## src/rtl/lfsr_prbs_gen_multi_if.sv

```systemverilog
// Word stream carrying PRBS data from the generator to its sink.
// The master drives data and valid; the slave answers with ready.
interface lfsr_prbs_gen_multi_if #(
    parameter int DATA_WIDTH = 32
);
    logic [DATA_WIDTH-1:0] data_out;
    logic                  data_valid;
    logic                  data_ready;

    modport master (
        output data_out,
        output data_valid,
        input  data_ready
    );

    modport slave (
        input  data_out,
        input  data_valid,
        output data_ready
    );
endinterface

```

## src/rtl/lfsr_prbs_gen_multi.sv

```systemverilog
// Runtime-selectable PRBS7/9/15/23/31 generator (Fibonacci, MSB-first).
// It produces DATA_WIDTH bits per word and offers each word on a valid/ready stream.
// It also supports seed load, pause/resume, single-bit error injection and word/error counters.
module lfsr_prbs_gen_multi #(
    parameter int          DATA_WIDTH = 32,
    parameter logic [2:0]  INIT_MODE  = 3'd4,
    parameter logic [30:0] INIT_SEED  = 31'h7FFFFFFF
) (
    input  logic                         clk,
    input  logic                         rst,
    input  logic                         enable,
    input  logic [2:0]                   mode,
    input  logic                         load,
    input  logic [30:0]                  seed,
    input  logic                         err_inject,
    output logic [31:0]                  word_count,
    output logic [15:0]                  err_count,
    lfsr_prbs_gen_multi_if.master        stream
);

    typedef enum logic [0:0] {
        ST_IDLE = 1'b0,
        ST_RUN  = 1'b1
    } state_t;

    // Register mask for the LFSR length of a mode; the clock-pattern modes use no LFSR bits.
    function automatic logic [30:0] len_mask(input logic [2:0] m);
        logic [30:0] r;
        case (m)
            3'd0:    r = 31'h0000007F;
            3'd1:    r = 31'h000001FF;
            3'd2:    r = 31'h00007FFF;
            3'd3:    r = 31'h007FFFFF;
            3'd4:    r = 31'h7FFFFFFF;
            default: r = 31'h00000000;
        endcase
        return r;
    endfunction

    // Trim a seed to the mode length and replace the all-zero lockup state with all-ones.
    function automatic logic [30:0] fix_seed(input logic [30:0] s, input logic [2:0] m);
        logic [30:0] masked;
        masked = s & len_mask(m);
        if (masked == 31'h00000000) begin
            masked = len_mask(m);
        end
        return masked;
    endfunction

    // Feedback bit of the selected polynomial; this bit is also the output bit.
    function automatic logic tap_bit(input logic [30:0] s, input logic [2:0] m);
        logic r;
        case (m)
            3'd0:    r = s[6]  ^ s[5];
            3'd1:    r = s[8]  ^ s[4];
            3'd2:    r = s[14] ^ s[13];
            3'd3:    r = s[22] ^ s[17];
            3'd4:    r = s[30] ^ s[27];
            default: r = 1'b0;
        endcase
        return r;
    endfunction

    state_t                  state_r;
    state_t                  state_next_s;
    logic [30:0]             lfsr_r;
    logic [2:0]              mode_q_r;
    logic [DATA_WIDTH-1:0]   data_r;
    logic                    valid_r;
    logic [31:0]             word_count_r;
    logic [15:0]             err_count_r;
    logic                    pending_r;
    logic                    word_err_r;

    logic                    hs_s;
    logic                    gen_s;
    logic                    drop_s;
    logic [2:0]              gen_mode_s;
    logic [30:0]             walk_s;
    logic [30:0]             gen_lfsr_s;
    logic [DATA_WIDTH-1:0]   prbs_word_s;
    logic [DATA_WIDTH-1:0]   clk_word_s;
    logic [DATA_WIDTH-1:0]   gen_word_s;
    logic                    fb_s;

    assign stream.data_out   = data_r;
    assign stream.data_valid = valid_r;
    assign word_count        = word_count_r;
    assign err_count         = err_count_r;

    // Next-word generator: walks the LFSR DATA_WIDTH steps, first bit lands in the MSB.
    always_comb begin
        gen_mode_s  = (state_r == ST_IDLE) ? mode : mode_q_r;
        walk_s      = fix_seed(lfsr_r, gen_mode_s);
        prbs_word_s = '0;
        clk_word_s  = '0;
        fb_s        = 1'b0;
        for (int i = DATA_WIDTH - 1; i >= 0; i--) begin
            fb_s           = tap_bit(walk_s, gen_mode_s);
            walk_s         = {walk_s[29:0], fb_s} & len_mask(gen_mode_s);
            prbs_word_s[i] = fb_s;
            clk_word_s[i]  = (((DATA_WIDTH - 1 - i) % 2) == 0);
        end
        if (gen_mode_s < 3'd5) begin
            gen_lfsr_s = walk_s;
            gen_word_s = prbs_word_s;
        end else begin
            gen_lfsr_s = lfsr_r;
            gen_word_s = clk_word_s;
        end
        gen_word_s[0] = gen_word_s[0] ^ pending_r;
    end

    // Next-state logic: decides when a new word is generated or the stream goes quiet.
    always_comb begin
        state_next_s = state_r;
        gen_s        = 1'b0;
        drop_s       = 1'b0;
        hs_s         = valid_r && stream.data_ready;
        if (load) begin
            state_next_s = enable ? ST_RUN : ST_IDLE;
        end else begin
            case (state_r)
                ST_IDLE: begin
                    if (enable) begin
                        state_next_s = ST_RUN;
                        gen_s        = 1'b1;
                    end else begin
                        state_next_s = ST_IDLE;
                    end
                end
                ST_RUN: begin
                    if (!valid_r || hs_s) begin
                        if (enable) begin
                            gen_s = 1'b1;
                        end else begin
                            state_next_s = ST_IDLE;
                            drop_s       = 1'b1;
                        end
                    end else begin
                        state_next_s = ST_RUN;
                    end
                end
                default: begin
                    state_next_s = ST_IDLE;
                end
            endcase
        end
    end

    // FSM state register.
    always_ff @(posedge clk) begin
        if (!rst) begin
            state_r <= ST_IDLE;
        end else begin
            state_r <= state_next_s;
        end
    end

    // Datapath registers: LFSR, output word, counters and error-injection bookkeeping.
    always_ff @(posedge clk) begin
        if (!rst) begin
            lfsr_r       <= fix_seed(INIT_SEED, INIT_MODE);
            mode_q_r     <= INIT_MODE;
            data_r       <= '0;
            valid_r      <= 1'b0;
            word_count_r <= 32'd0;
            err_count_r  <= 16'd0;
            pending_r    <= 1'b0;
            word_err_r   <= 1'b0;
        end else if (load) begin
            // Load discards any word on offer, even one being accepted right now.
            lfsr_r       <= fix_seed(seed, mode);
            mode_q_r     <= mode;
            data_r       <= '0;
            valid_r      <= 1'b0;
            word_count_r <= 32'd0;
            err_count_r  <= 16'd0;
            pending_r    <= 1'b0;
            word_err_r   <= 1'b0;
        end else begin
            if (gen_s) begin
                lfsr_r     <= gen_lfsr_s;
                data_r     <= gen_word_s;
                valid_r    <= 1'b1;
                word_err_r <= pending_r;
                // A pulse landing while an error is still pending merges with it.
                pending_r  <= err_inject & ~pending_r;
                if (state_r == ST_IDLE) begin
                    mode_q_r <= mode;
                end
            end else begin
                pending_r <= pending_r | err_inject;
                if (drop_s) begin
                    valid_r <= 1'b0;
                end
            end
            if (hs_s) begin
                word_count_r <= word_count_r + 32'd1;
                if (word_err_r && (err_count_r != 16'hFFFF)) begin
                    err_count_r <= err_count_r + 16'd1;
                end
            end
        end
    end

endmodule

```

## src/flat_wrapper.sv

```systemverilog
// flat-port wrapper written by rule: the top's interface ports become plain ports
module lfsr_prbs_gen_multi_flat 
#(
    parameter int          DATA_WIDTH = 32,
    parameter logic [2:0]  INIT_MODE  = 3'd4,
    parameter logic [30:0] INIT_SEED  = 31'h7FFFFFFF
)
  (clk, rst, enable, mode, load, seed, err_inject, word_count, err_count, stream_data_out, stream_data_valid, stream_data_ready);
  lfsr_prbs_gen_multi_if #(.DATA_WIDTH(DATA_WIDTH)) stream_i ();
  input  logic clk;
  input  logic rst;
  input  logic enable;
  input  logic [2:0] mode;
  input  logic load;
  input  logic [30:0] seed;
  input  logic err_inject;
  output logic [31:0] word_count;
  output logic [15:0] err_count;
  output wire logic [$bits(stream_i.data_out)-1:0] stream_data_out;
  output wire logic [$bits(stream_i.data_valid)-1:0] stream_data_valid;
  input wire logic [$bits(stream_i.data_ready)-1:0] stream_data_ready;
  assign stream_data_out = stream_i.data_out;
  assign stream_data_valid = stream_i.data_valid;
  assign stream_i.data_ready = stream_data_ready;
  lfsr_prbs_gen_multi #(.DATA_WIDTH(DATA_WIDTH), .INIT_MODE(INIT_MODE), .INIT_SEED(INIT_SEED)) u_core (.clk(clk), .rst(rst), .enable(enable), .mode(mode), .load(load), .seed(seed), .err_inject(err_inject), .word_count(word_count), .err_count(err_count), .stream(stream_i));
endmodule
```

## config.mk

```make
export PLATFORM = sky130hd
export DESIGN_NAME = lfsr_prbs_gen_multi_flat
export DESIGN_NICKNAME = d
export VERILOG_FILES = /design/src/rtl/lfsr_prbs_gen_multi_if.sv /design/src/rtl/lfsr_prbs_gen_multi.sv /design/src/flat_wrapper.sv
export SDC_FILE = /design/constraint.sdc
export NUM_CORES = 1
export LEC_CHECK = 0
export BUFFER_PORTS_ARGS = -buffer_cell sky130_fd_sc_hd__buf_2
export CAP_MARGIN = 5
export CORE_UTILIZATION = 59
export DETAILED_ROUTE_END_ITERATION = 6
export GPL_ROUTABILITY_DRIVEN = 1
export PLACE_DENSITY = 0.92
export SLEW_MARGIN = 20
export SYNTH_ARGS = -nofsm -noshare
export SYNTH_HDL_FRONTEND = slang
export SYNTH_SLANG_ARGS = --single-unit
```

## constraint.sdc

```tcl
create_clock -name clk -period 6.7 [get_ports clk]
set_input_delay 0.67 -clock clk [delete_from_list [all_inputs] [get_ports clk]]
set_output_delay 0.67 -clock clk [all_outputs]
set_load 0.01 [all_outputs]
```

# Word-level counts from Yosys, hierarchy flattened
# Cells that the tools add are included.
[op_classes]
magnitude_cmp = 1
addsub = 2
eq_ne = 9
mux = 59
n_reduce_logical = 14
bitwise_logic = 200
[ops]
columns = ["op", "n"]
rows = [
  ["bitwise AND 31 bit", 34],
  ["case mux 31 bit (5 select lines)", 2],
  ["two-way mux 31 bit", 7],
  ["XOR 1 bit", 161],
  ["case mux 1 bit (5 select lines)", 32],
  ["logical NOT 31 bit", 2],
  ["adder 32 x 1 -> 32 bit, second input constant", 1],
  ["two-way mux 32 bit", 1],
  ["adder 16 x 1 -> 16 bit, second input constant", 1],
  ["!= test 16 bit, second input constant", 1],
  ["equality test 3 x 2 -> 1 bit, second input constant", 4],
  ["two-way mux 1 bit", 12],
  ["two-way mux 3 bit", 3],
  ["equality test 3 x 1 -> 1 bit, second input constant", 2],
  ["equality test 3 bit, second input constant", 2],
  ["logical NOT 3 bit", 2],
  ["nonzero test 2 bit", 3],
  ["case mux 1 bit (2 select lines)", 2],
  ["AND reduction 2 bit", 2],
  ["< comparator 3 bit, second input constant", 1],
  ["inverter 1 bit", 3],
  ["logical AND 1 bit", 2],
  ["OR reduction 2 bit", 1],
  ["bitwise AND 1 bit", 1],
  ["3 further kinds", 3],
]
[word_totals]
out_inout_bits = 81
elab_cells = 294
reg_bits = 118
in_bits = 40

# Longest topological paths before layout
[logic_depth]
ltp_word = 105
ltp_mapped = 20
depth_no_buf = 15

# Least setup slack after synthesis
# No wires, ideal clock.
[synth_path]
path_type = "input to register"
startpoint = "in mode[1]"
endpoint = "reg u_core.lfsr_r[3]"
setup_ns = 0.131
path_slack_ns = 2.125
path_buffers = 3
t_required_ns = 6.569
arrival_time_ns = 4.444
path_stages = 17
path_cell_list = "buf_2 o21ai_0 buf_2 o21ai_1 or4_1 a21oi_1 nor3_1 or3b_1 buf_4 xor2_1 o21ai_0 or3b_2 o32ai_1 o22ai_1 mux2_2 a221oi_1 o21ai_1"
[synth_via]
elab_chain_cells = 53
elab_cells_between_ends = 203
classes_between = "order compare: 1; eq/ne: 8; mux: 34; bitwise: 154; reduce/logical: 6"
[synth_lines]
columns = ["item", "line_no", "text"]
rows = [
  ["start: declaration", "flat_wrapper.sv:13", "input logic [2:0] mode;"],
  ["two-way mux 3 bit", "n/a", ""],
  ["equality test 3 bit (tied with other cells)", "lfsr_prbs_gen_multi.sv:29, lfsr_prbs_gen_multi.sv:53", ""],
  ["case mux 31 bit (5 select lines)", "lfsr_prbs_gen_multi.sv:29", "case (m)"],
  ["bitwise AND 31 bit", "lfsr_prbs_gen_multi.sv:43", "masked = s & len_mask(m);"],
  ["logical NOT 31 bit", "lfsr_prbs_gen_multi.sv:44", "if (masked == 31'h00000000) begin"],
  ["two-way mux 31 bit", "lfsr_prbs_gen_multi.sv:44", ""],
  ["bitwise AND 31 bit (tied with other cells) (3 in a row)", "lfsr_prbs_gen_multi.sv:100", "walk_s = {walk_s[29:0], fb_s} & len_mask(gen_mode_s);"],
  ["XOR 1 bit (tied with other cells)", "lfsr_prbs_gen_multi.sv:58", "3'd4: r = s[30] ^ s[27];"],
  ["[... 28 more ...]", "n/a", ""],
  ["case mux 1 bit (5 select lines) or bitwise AND 31 bit (tied branches)", "lfsr_prbs_gen_multi.sv:53, lfsr_prbs_gen_multi.sv:100", ""],
  ["bitwise AND 31 bit (5 in a row)", "lfsr_prbs_gen_multi.sv:100", ""],
  ["XOR 1 bit, on equally long branches", "lfsr_prbs_gen_multi.sv:55, lfsr_prbs_gen_multi.sv:54", ""],
  ["case mux 1 bit (5 select lines)", "lfsr_prbs_gen_multi.sv:53", "case (m)"],
  ["bitwise AND 31 bit (4 in a row)", "lfsr_prbs_gen_multi.sv:100", ""],
  ["two-way mux 31 bit", "lfsr_prbs_gen_multi.sv:104", "if (gen_mode_s < 3'd5) begin"],
  ["two-way mux 31 bit", "lfsr_prbs_gen_multi.sv:182", "if (gen_s) begin"],
  ["two-way mux 31 bit", "lfsr_prbs_gen_multi.sv:171", "end else if (load) begin"],
  ["end signal: assignment", "lfsr_prbs_gen_multi.sv:163", "lfsr_r <= fix_seed(INIT_SEED, INIT_MODE);"],
  ["end signal: assignment", "lfsr_prbs_gen_multi.sv:173", "lfsr_r <= fix_seed(seed, mode);"],
  ["end signal: assignment", "lfsr_prbs_gen_multi.sv:183", "lfsr_r <= gen_lfsr_s;"],
  ["end: declaration", "lfsr_prbs_gen_multi.sv:66", "logic [30:0] lfsr_r;"],
]
# Several ways; a longest one is shown, not always the timed one. The select of a mux whose other input is x is not followed.
# A chain may end at the register's enable or synchronous reset.

# Worst setup path after layout
[layout_path]
startpoint = "reg u_core.state_r"
endpoint = "reg u_core.lfsr_r[4]"
[layout_via]
elab_chain_cells = 53
elab_cells_between_ends = 190
classes_between = "order compare: 1; eq/ne: 4; mux: 31; bitwise: 149; reduce/logical: 5"
[layout_lines]
columns = ["item", "line_no", "text"]
rows = [
  ["start: declaration", "lfsr_prbs_gen_multi.sv:64", "state_t state_r;"],
  ["start signal: assignment", "lfsr_prbs_gen_multi.sv:156", "state_r <= state_next_s;"],
  ["two-way mux 3 bit", "n/a", ""],
  ["equality test 3 bit (tied with other cells)", "lfsr_prbs_gen_multi.sv:29, lfsr_prbs_gen_multi.sv:53", ""],
  ["case mux 31 bit (5 select lines)", "lfsr_prbs_gen_multi.sv:29", ""],
  ["bitwise AND 31 bit", "lfsr_prbs_gen_multi.sv:43", ""],
  ["logical NOT 31 bit", "lfsr_prbs_gen_multi.sv:44", ""],
  ["two-way mux 31 bit", "lfsr_prbs_gen_multi.sv:44", ""],
  ["bitwise AND 31 bit (tied with other cells) (2 in a row)", "lfsr_prbs_gen_multi.sv:100", ""],
  ["XOR 1 bit (tied with other cells)", "lfsr_prbs_gen_multi.sv:58", ""],
  ["[... 28 more ...]", "n/a", ""],
  ["case mux 1 bit (5 select lines) or bitwise AND 31 bit (tied branches)", "lfsr_prbs_gen_multi.sv:53, lfsr_prbs_gen_multi.sv:100", ""],
  ["bitwise AND 31 bit (5 in a row)", "lfsr_prbs_gen_multi.sv:100", ""],
  ["XOR 1 bit, on equally long branches", "lfsr_prbs_gen_multi.sv:55, lfsr_prbs_gen_multi.sv:54", ""],
  ["case mux 1 bit (5 select lines)", "lfsr_prbs_gen_multi.sv:53", ""],
  ["bitwise AND 31 bit (5 in a row)", "lfsr_prbs_gen_multi.sv:100", ""],
  ["two-way mux 31 bit", "lfsr_prbs_gen_multi.sv:104", ""],
  ["two-way mux 31 bit", "lfsr_prbs_gen_multi.sv:182", ""],
  ["two-way mux 31 bit", "lfsr_prbs_gen_multi.sv:171", ""],
]
# Several ways; a longest one is shown, not always the timed one. The select of a mux whose other input is x is not followed.

==> impl_metrics.env <==
export IMPL_fin_crit_sh=0.9129
export IMPL_max_stage_delay_ns=0.91
export IMPL_synth_nets=1157
export IMPL_ys_types=93
export IMPL_htree_levels=4
export IMPL_drt_iter0_drc=1598
export IMPL_met1_usage=0.5506
export IMPL_ir_drop_mv=0.2056
export IMPL_route_antenna_remaining_nets=0
export IMPL_final_nets=1237
export IMPL_wl_mm=32.92
export IMPL_gr_max_usage_layer="met2"
export IMPL_multiInputGateArea_mm2=0.005922
export IMPL_synth_top_cells_by_area="dfxtp_1, xor2_1, xnor2_1"
export IMPL_cap_violations=0
export IMPL_antenna_found_initial=0
export IMPL_cts_buffer_depth=2
export IMPL_synthFlopType="dfxtp_1"
export IMPL_synth_seq_cells=118
export IMPL_maxSlewHeadroom=0.3505
export IMPL_numPortBuffers=120
export IMPL_worstPathArrival_ns=6.40
export IMPL_cts_tree="built"
export IMPL_met2_usage=0.6648
export IMPL_die_area_mm2=0.01520
export IMPL_grt_pass1_wl_mm=50.33
export IMPL_place_area_mm2=0.009340
export IMPL_dpl_hpwl_mm=23.20
export IMPL_syn_avg_cell_area_um2=7.785
export IMPL_cts_root_buffer="clkbuf_16"
export IMPL_finalHoldViolations=0
export IMPL_crit_fanout=24
export IMPL_drv_slew=0
export IMPL_fin_area_mm2=0.009926
export IMPL_postCtsResizedCells=0
export IMPL_nFillCells=1085
export IMPL_path_buf_inv=1
export IMPL_path_cells="inv_1 > a21oi_2 > nor2_1 > a2111oi_4 > nand3_1 > or3b_1 > xor2_1 > o21ai_0 > a211oi_1 > xnor2_1 > a211oi_1 > xor2_1 > o21ai_1 > a211oi_1 > o21ai_1"
export IMPL_diodes=0
export IMPL_die_h_um=123.3
export IMPL_first_global_vias=9146
export IMPL_rsz0062_at_grt="no"
export IMPL_remaining_drc_errors=0
export IMPL_crit_top_cell="a211oi_1"
export IMPL_grt_use_total=0.4425
export IMPL_final_seq_area_mm2=0.002362
export IMPL_tightest_slew_ns=0.9669
export IMPL_yosys_top_cells_count="nor2_1, dfxtp_1, nand2_1"
export IMPL_cts_sinks=118
export IMPL_start_kind="flop"
export IMPL_synth_top_area_frac=0.2721
export IMPL_via_per_inst=6.917
export IMPL_insertion_delay_ns=0.44
export IMPL_async_reset_ff_frac=0
export IMPL_clk_pin_slew_ns=0.06
export IMPL_min_period_ns=6.116
export IMPL_overflow=0
export IMPL_io_pins=121
export IMPL_vias=9601
export IMPL_tns_ns=0
export IMPL_worstHoldPathCells=2
export IMPL_start_util=0.6158
export IMPL_synth_edff_count=0
export IMPL_p_leak_nw=3.910
export IMPL_placement_rows=43
export IMPL_synth_cells=1115
export IMPL_cp_slowest_cell="dfxtp_1"
export IMPL_cts_hold_buf=0
export IMPL_crit_cells=15
export IMPL_yosysMostFrequentCell="nor2_1"
export IMPL_max_freq_mhz=163.5
export IMPL_r2r_worst_path_cells=15
export IMPL_die_w_um=123.3
export IMPL_path_class="flop to flop"
export IMPL_outcome="completed"
export IMPL_syn_area_mm2=0.008681
export IMPL_setup_viol=0
export IMPL_numCtsBuffers=17
export IMPL_grt_max_degree=65
export IMPL_post_route_cells_drive_above_1_share=0.1921
export IMPL_use_met3=0.1430
export IMPL_routedWlPerCell_um=23.72
export IMPL_cp_top_family="compound AO/OA/AOI/OAI gates"
export IMPL_endpoint_kind="flop"
export IMPL_seq_area_frac_synth=0.2721
export IMPL_core_mm2=0.01410
export IMPL_power_density_mw_per_mm2=268.4
export IMPL_worstPathRequired_ns=6.98
export IMPL_yosysWarnings=0
export IMPL_skew_ns=0.01081
export IMPL_post_cts_buffers=0
export IMPL_total_power_mw=2.664
export IMPL_area_growth_pct=14.34
export IMPL_synth_top_area_cell="dfxtp_1"
export IMPL_dr_pass1_iters=7
export IMPL_place_congestion=1.054
export IMPL_hp_class="flop to flop"
## layout make-up
type,count,share of cell area
well taps,180,0.02269
multi-input cells,903,0.5966
repair buffers,147,0.08093
clock buffers,17,0.04286
flip-flops and latches,118,0.2380
clock inverters,15,0.01588
inverters,8,0.003025
## registers in the layout (all words and copies together), names as in the netlist
| name | cells |
|---|---|
| u_core.stream.data_out | 32 |
| u_core.word_count | 32 |
| u_core.lfsr_r | 31 |
| u_core.err_count | 16 |
| u_core.mode_q_r | 3 |
| u_core.pending_r | 1 |
| u_core.state_r | 1 |
| u_core.stream.data_valid | 1 |
| u_core.word_err_r | 1 |
## worst reg2reg max path, cell delays in order (launching register included)
cell       delay, ns
dfxtp_1         0.91
inv_1           0.29
a21oi_2         0.70
nor2_1          0.18
a2111oi_4       0.52
nand3_1         0.32
or3b_1          0.61
xor2_1          0.27
o21ai_0         0.26
a211oi_1        0.69
xnor2_1         0.26
a211oi_1        0.34
xor2_1          0.19
o21ai_1         0.10
a211oi_1        0.25
o21ai_1         0.09
## per-layer routing
metal / vias to the layer above / routed length [µm]
met3: 218 / 4488
met1: 4399 / 12250
li1: 4207 / -
met5: - / 0
met2: 777 / 14070
met4: 0 / 2113
## path summary, 6_finish.rpt
| path | slack, ns | start | end |
|---|---|---|---|
| max reg2reg | 0.58 | u_core.state_r$_SDFF_PN0_ | u_core.lfsr_r[4]$_SDFFE_PN1P_ |
| min reg2reg | 0.49 | u_core.stream.data_out[30]$_SDFFE_PP0P_ | u_core.stream.data_out[30]$_SDFFE_PP0P_ |
| min | 0.49 | u_core.stream.data_out[30]$_SDFFE_PP0P_ | u_core.stream.data_out[30]$_SDFFE_PP0P_ |
| max | 0.58 | u_core.state_r$_SDFF_PN0_ | u_core.lfsr_r[4]$_SDFFE_PN1P_ |
## logic make-up after synthesis
logic type               Yosys count  synth area share
AND/OR/NAND/NOR                  409            0.2346
AO/OA/AOI/OAI                    313            0.2540
XOR/XNOR                         149            0.1512
flip-flops                       118            0.2721
buffers and inverters             94           0.04699
multiplexers                      30           0.03819
adder cells (fa/ha/maj)            2          0.002882
## cells in the final DEF (no fill, tap or decap), types with 15 or more instances in the layout
master / synthesis / final
nor2_1: 123 / 122
buf_2: 11 / 120
dfxtp_1: 118 / 118
nand2_1: 98 / 98
o21ai_0: 85 / 85
xor2_1: 83 / 83
xnor2_1: 65 / 65
a21oi_1: 57 / 57
nand3_1: 30 / 30
buf_4: 3 / 27
nor3_1: 22 / 22
nand4_1: 22 / 22
mux2i_1: 19 / 19
nor2b_1: 17 / 17
clkbuf_16: 0 / 17
o211ai_1: 15 / 15
a211oi_1: 15 / 15
and3_1: 15 / 15
## stage by stage
stage	utilization	hold slack, ns	cells	worst slack, ns
2_1_floorplan	-	0.4368	1115	2.125
3_3_place_gp	0.6626	0.4451	1356	1.055
3_5_place_dp	0.6626	0.4638	1356	0.9082
4_1_cts	0.7040	0.4933	1388	0.8891
5_1_grt	0.7042	0.5023	1388	0.3125
6_report	0.7042	0.4930	1388	0.5835
## power breakdown
| group | switching, mW | leakage [nW] | total (mW) | internal, mW |
|---|---|---|---|---|
| sequential | 0.0781 | 0.966 | 0.812 | 0.734 |
| clock | 0.392 | 0.282 | 0.918 | 0.526 |
| combinational | 0.581 | 2.66 | 0.934 | 0.353 |
Note: power is estimated with default switching activity, not from simulation.
